$ cat src/rtl/addsub_arbiter.sv
// Round-robin arbiter sharing one fixed-latency add/subtract core among N_REQ requesters.
// Results return through a credit-protected FIFO in acceptance order, tagged with the requester id.
module addsub_arbiter #(
   parameter int N_REQ      = 4,
   parameter int WIDTH      = 89,
   parameter int LAT        = 3,
   parameter int FIFO_DEPTH = 8,
   localparam int IDW       = (N_REQ > 1) ? $clog2(N_REQ) : 1
)(
   input  logic                   clk,
   input  logic                   rst,
   input  logic [N_REQ-1:0]       req_valid,
   output logic [N_REQ-1:0]       req_ready,
   input  logic [N_REQ*WIDTH-1:0] req_a,
   input  logic [N_REQ*WIDTH-1:0] req_b,
   input  logic [N_REQ-1:0]       req_sub,
   output logic [WIDTH-1:0]       add_a,
   output logic [WIDTH-1:0]       add_b,
   output logic                   add_sub,
   input  logic [WIDTH-1:0]       add_s,
   output logic                   rsp_valid,
   input  logic                   rsp_ready,
   output logic [IDW-1:0]         rsp_id,
   output logic [WIDTH-1:0]       rsp_data
);

   localparam int PW = (FIFO_DEPTH > 1) ? $clog2(FIFO_DEPTH) : 1;
   localparam int CW = $clog2(FIFO_DEPTH + 1);

   logic [IDW-1:0]           rr_ptr_r;
   logic [CW-1:0]            credit_r;
   logic                     credit_ok_s;
   logic                     grant_s;
   logic [IDW-1:0]           gidx_s;
   logic [WIDTH-1:0]         sel_a_s;
   logic [WIDTH-1:0]         sel_b_s;
   logic                     sel_sub_s;
   logic [WIDTH-1:0]         add_a_r;
   logic [WIDTH-1:0]         add_b_r;
   logic                     add_sub_r;
   logic [LAT-1:0]           vld_sr_r;
   logic [LAT-1:0][IDW-1:0]  id_sr_r;
   logic [WIDTH-1:0]         mem_r   [FIFO_DEPTH];
   logic [IDW-1:0]           memid_r [FIFO_DEPTH];
   logic [PW-1:0]            wr_ptr_r;
   logic [PW-1:0]            rd_ptr_r;
   logic [CW-1:0]            count_r;
   logic                     push_s;
   logic                     pop_s;

   function automatic logic [PW-1:0] ptr_inc(input logic [PW-1:0] p);
      if (p == PW'(FIFO_DEPTH - 1)) begin
         return {PW{1'b0}};
      end else begin
         return p + 1'b1;
      end
   endfunction

   // Credit counts both in-flight ops and queued results, so a grant can never overflow the FIFO.
   assign credit_ok_s = (credit_r < CW'(FIFO_DEPTH));

   // Round-robin search starting one past the last granted requester.
   always_comb begin
      logic [IDW-1:0] cand;
      grant_s = 1'b0;
      gidx_s  = {IDW{1'b0}};
      cand    = rr_ptr_r;
      for (int k = 0; k < N_REQ; k++) begin
         if (cand == IDW'(N_REQ - 1)) begin
            cand = {IDW{1'b0}};
         end else begin
            cand = cand + 1'b1;
         end
         if (!grant_s && req_valid[cand] && credit_ok_s && !rst) begin
            grant_s = 1'b1;
            gidx_s  = cand;
         end else begin
            grant_s = grant_s;
         end
      end
   end

   // One-hot ready plus same-cycle operand forwarding to the core.
   always_comb begin
      for (int i = 0; i < N_REQ; i++) begin
         req_ready[i] = grant_s && (gidx_s == IDW'(i));
      end
      sel_a_s   = req_a[gidx_s*WIDTH +: WIDTH];
      sel_b_s   = req_b[gidx_s*WIDTH +: WIDTH];
      sel_sub_s = req_sub[gidx_s];
      if (grant_s) begin
         add_a   = sel_a_s;
         add_b   = sel_b_s;
         add_sub = sel_sub_s;
      end else begin
         add_a   = add_a_r;
         add_b   = add_b_r;
         add_sub = add_sub_r;
      end
   end

   // Arbitration pointer, operand hold registers and credit counter.
   always_ff @(posedge clk or posedge rst) begin
      if (rst) begin
         rr_ptr_r  <= IDW'(N_REQ - 1);
         add_a_r   <= {WIDTH{1'b0}};
         add_b_r   <= {WIDTH{1'b0}};
         add_sub_r <= 1'b0;
         credit_r  <= {CW{1'b0}};
      end else begin
         if (grant_s) begin
            rr_ptr_r  <= gidx_s;
            add_a_r   <= sel_a_s;
            add_b_r   <= sel_b_s;
            add_sub_r <= sel_sub_s;
         end
         case ({grant_s, pop_s})
            2'b10:   credit_r <= credit_r + 1'b1;
            2'b01:   credit_r <= credit_r - 1'b1;
            default: credit_r <= credit_r;
         endcase
      end
   end

   // Valid/id tag pipeline aligned with the core's LAT-cycle latency.
   always_ff @(posedge clk or posedge rst) begin
      if (rst) begin
         vld_sr_r <= {LAT{1'b0}};
         id_sr_r  <= {(LAT*IDW){1'b0}};
      end else begin
         vld_sr_r[0] <= grant_s;
         id_sr_r[0]  <= gidx_s;
         for (int k = 1; k < LAT; k++) begin
            vld_sr_r[k] <= vld_sr_r[k-1];
            id_sr_r[k]  <= id_sr_r[k-1];
         end
      end
   end

   assign push_s    = vld_sr_r[LAT-1];
   assign rsp_valid = (count_r != {CW{1'b0}});
   assign pop_s     = rsp_valid && rsp_ready;
   assign rsp_data  = mem_r[rd_ptr_r];
   assign rsp_id    = memid_r[rd_ptr_r];

   // Result FIFO; storage is cleared so the head reads zero out of reset.
   always_ff @(posedge clk or posedge rst) begin
      if (rst) begin
         wr_ptr_r <= {PW{1'b0}};
         rd_ptr_r <= {PW{1'b0}};
         count_r  <= {CW{1'b0}};
         for (int i = 0; i < FIFO_DEPTH; i++) begin
            mem_r[i]   <= {WIDTH{1'b0}};
            memid_r[i] <= {IDW{1'b0}};
         end
      end else begin
         if (push_s) begin
            mem_r[wr_ptr_r]   <= add_s;
            memid_r[wr_ptr_r] <= id_sr_r[LAT-1];
            wr_ptr_r          <= ptr_inc(wr_ptr_r);
         end
         if (pop_s) begin
            rd_ptr_r <= ptr_inc(rd_ptr_r);
         end
         case ({push_s, pop_s})
            2'b10:   count_r <= count_r + 1'b1;
            2'b01:   count_r <= count_r - 1'b1;
            default: count_r <= count_r;
         endcase
      end
   end

endmodule

$ cat config.mk
export PLATFORM = sky130hd
export DESIGN_NAME = addsub_arbiter
export DESIGN_NICKNAME = d
export VERILOG_FILES = /design/src/rtl/addsub_arbiter.sv
export SDC_FILE = /design/constraint.sdc
export NUM_CORES = 2
export LEC_CHECK = 0
export CAP_MARGIN = 25
export CORE_AREA = 2 2 418 420
export CTS_CLUSTER_DIAMETER = 120
export DETAILED_ROUTE_END_ITERATION = 10
export DIE_AREA = 0 0 420 422
export GPL_ROUTABILITY_DRIVEN = 0
export MAX_ROUTING_LAYER = met4
export PLACE_DENSITY = 0.53
export SLEW_MARGIN = 20
export SYNTH_ARGS = -nofsm -noshare
export SYNTH_HDL_FRONTEND = slang
export SYNTH_SLANG_ARGS = --single-unit
$ cat constraint.sdc
create_clock -name clk -period 38.7 [get_ports clk]
set_clock_uncertainty 0.1 [all_clocks]
set_input_delay 5.805 -clock clk [delete_from_list [all_inputs] [get_ports clk]]
set_output_delay 5.805 -clock clk [all_outputs]
set_load 0.01 [all_outputs]
==> impl_metrics.json <==
{
  "cp-start-kind": "input port",
  "grt_pass1_wl_mm": 300.8,
  "die_area_sq_um": 177200,
  "start_util": 0.2794,
  "outcome": "completed",
  "insertion_delay_ns": 0.72,
  "clock_path_buffers": 3,
  "power.internal_mw": 3.635,
  "cpPeakStageDelay_ns": 0.91,
  "cts_setup_buffers": 0,
  "grt_usage": 0.2501,
  "postCtsHoldBufs": 0,
  "p_comb_frac": 0.503,
  "swShare": 0.3584,
  "post-route-drc-count": 0,
  "cts_made_buffers": 110,
  "ys_warn_count": 0,
  "synth_top_area_frac": 0.4818,
  "synth.avg_cell_area_sq_um": 14.11,
  "max-vdd-ir-drop_uv": 51.98,
  "min_from": "vld_sr_r[0]$_DFF_PP0_",
  "r2r-end": "add_a_r[36]$_DFF_PP0_",
  "yosysTopAreaCell": "dfrtp_1",
  "worst_slack_ns": 19.52,
  "p_sw_mw": 2.031,
  "via_per_inst": 5.135,
  "min_to": "vld_sr_r[1]$_DFF_PP0_",
  "ys_types": 44,
  "slowest_stage": "buf_4",
  "clkPwrFrac": 0.195,
  "fin_crit_ns": 19.18,
  "relSlewSlack": 0.2594,
  "crit_path_frequent_cell": "buf_4",
  "hold_viol_final": 0,
  "clk_pin_slew_ns": 0.06,
  "antenna_found_initial": 133,
  "finalSetupViolations": 0,
  "ant_nets": 0,
  "synthTopCellsByCount": "930 x dfrtp_1, 823 x mux2_2, 362 x mux2i_1",
  "fmaxAchievable_mhz": 52.15,
  "min_path_cells": 0,
  "p_seq_frac": 0.302,
  "synthArstFlopShare": 1.000,
  "layout-drive-gt1-share": 0.3238,
  "dr.first_iter.drc_count": 2705,
  "synthCells": 3424,
  "leakagePower_nw": 26.66,
  "cpLargestDelayFamily": "buffers and inverters",
  "synthesis.area_sq_um": 48300,
  "grt_max_degree": 166,
  "path_buf_inv": 8,
  "path_cells": "clkdlybuf4s50_1 > buf_4 > nor2_1 > o2111a_1 > a311oi_4 > buf_4 > buf_4 > buf_4 > buf_4 > buf_4 > mux2i_1 > a211oi_2 > clkdlybuf4s50_1",
  "nets": 5196,
  "instances_no_fill": 6865,
  "fin_tns_setup_ns": 0,
  "p_total_mw": 5.665,
  "die_h_microns": 422,
  "reg2reg_slack_ns": 31.22,
  "fin_area_sq_um": 65270,
  "r2r-start": "rr_ptr_r[0]$_DFFE_PP1N_",
  "num_vias": 35250,
  "fp.dieW_microns": 420,
  "required_ns": 32.80,
  "cts_resized": 0,
  "rows": 153,
  "syn-num-nets": 4248,
  "hold_class": "flop to flop",
  "cp_max_fo": 56,
  "dpl_cell_area_sq_um": 61180,
  "max_slew.worst_pin.slew_ns": 1.111,
  "cp_data_arrival_time_ns": 13.27,
  "synth_top_cells_by_area": "dfrtp_1 48%, mux2_2 19%, mux4_2 8.5%",
  "p_per_area_nw_per_um2": 86.80,
  "cap_violations": 0,
  "synth_edf_count": 0,
  "r2r_cells": 11,
  "cts_tree": "yes",
  "wl_per_cell_microns": 32.11,
  "synth_most_common_cell": "dfrtp_1",
  "firstDrtPassIters": 6,
  "place_ws_ns": 19.65,
  "synth.yosys.seq_area_share": 0.4829,
  "ioPinCount": 1087,
  "io_buffers": 1086,
  "grt_pass1_vias": 36140,
  "clockRootBuffer": "clkbuf_16",
  "end_kind": "output port",
  "period_share": 0.4955,
  "cts.sinks": 932,
  "dpl.hpwl_mm": 160.9,
  "ys_ff_latch": 932,
  "syn_to_final_growth_pct": 35.13,
  "n_fill_cell": 16620,
  "core_sq_um": 172900,
  "path_class": "input port to output port",
  "overflow": 0,
  "dp.cells": 6582,
  "h-tree-depth": 3,
  "synth_ff_type": "dfrtp_1",
  "rsz0062_at_grt": "no",
  "wl_mm": 220.5,
  "maxSlewViolCount": 0
}
## state kept, by name, indices dropped and copies added, names as in the netlist, 3 cells and up
register and flops:
mem_r 712, credit_r 4, rd_ptr_r 3, wr_ptr_r 3, add_b_r 89, count_r 4, add_a_r 89, id_sr_r 6
vld_sr_r 3, memid_r 16
## cell usage in the layout, fill, tap and decap left out, types with 3 or more instances in the layout
master,n
clkdlybuf4s50_1,1086
dfrtp_1,927
mux2_2,823
mux2i_1,362
nand3b_1,361
mux4_2,182
nor3_1,180
a211oi_2,170
clkbuf_16,111
diode_2,77
buf_4,56
clkinv_2,30
clkbuf_1,20
clkbuf_8,17
bufinv_16,13
ha_1,11
a211oi_1,9
nor2_1,8
nand2_1,7
xor2_1,6
inv_1,6
o21ai_0,5
a21oi_1,4
a21o_1,4
clkinv_16,4
inv_6,4
clkinvlp_4,4
buf_12,4
nand4b_1,3
nand2b_1,3
xnor2_1,3
buf_16,3
dfrtp_4,3
## through the flow
step,hold WS (ns),utilization
finish,0.2492,0.3776
global route,0.2567,0.3774
CTS,0.2516,0.3760
detailed placement,0.2379,0.3539
global placement,0.2352,0.3539
floorplan,0.2312,-
## power groups by stage
stage / clock network (mW) / registers (mW) / logic, mW
after detailed placement: 0 / 1.73 / 2.85
after CTS: 1.13 / 1.72 / 2.86
final: 1.10 / 1.71 / 2.85
after global placement: 0 / 1.71 / 2.83
after floorplan: 0 / 1.64 / 1.76
after global routing: 1.18 / 1.78 / 3.00
## logic make-up (layout without fill, tap and decap cells)
kind of cell | count (synthesis) | after routing | synth area share
xor gates and xnor gates | 9 | 9 | 0.001632
and+or+nand+nor | 577 | 577 | 0.07906
adders and majority gates | 12 | 12 | 0.003264
DFF | 932 | 932 | 0.4829
other | 0 | 77 | 0
muxes | 1367 | 1367 | 0.3518
buffers and inverters | 323 | 1362 | 0.03158
AOI/OAI and AO/OA | 204 | 204 | 0.04979
## cell type report
class                      count  area [sq um]  area share
antenna                       77         192.7    0.002952
clock buffer                 148          3087     0.04729
clock inverter                55         725.7     0.01112
inverter                       9         41.29   0.0006326
multi-input combinational   2169         23510      0.3602
sequential                   932         23340      0.3575
tap                         2325          2909     0.04457
timing repair buffer        1150         11460      0.1757
## metal layers
metal	track usage	wire, microns	up-vias
li1	-	-	14950
met2	0.3724	101200	1354
met5	-	0	-
met1	0.2961	89680	18540
met4	0.1049	9131	0
met3	0.1039	20430	410
## worst max-delay path by stage
| stage | start | to | slack, ns | depth (start not counted) |
|---|---|---|---|---|
| after detailed placement | rst | add_a[36] | 19.65 | 13 |
| after floorplan | rst | add_a_r[0]$_DFF_PP0_ | 6.59 | 1 |
| after global routing | rst | add_a[36] | 19.37 | 13 |
| after CTS | rst | add_a[36] | 19.65 | 13 |
| final | rst | add_a[36] | 19.52 | 13 |
| after global placement | rst | add_a[36] | 19.76 | 13 |
No activity file was read; power rests on OpenSTA's default activity.
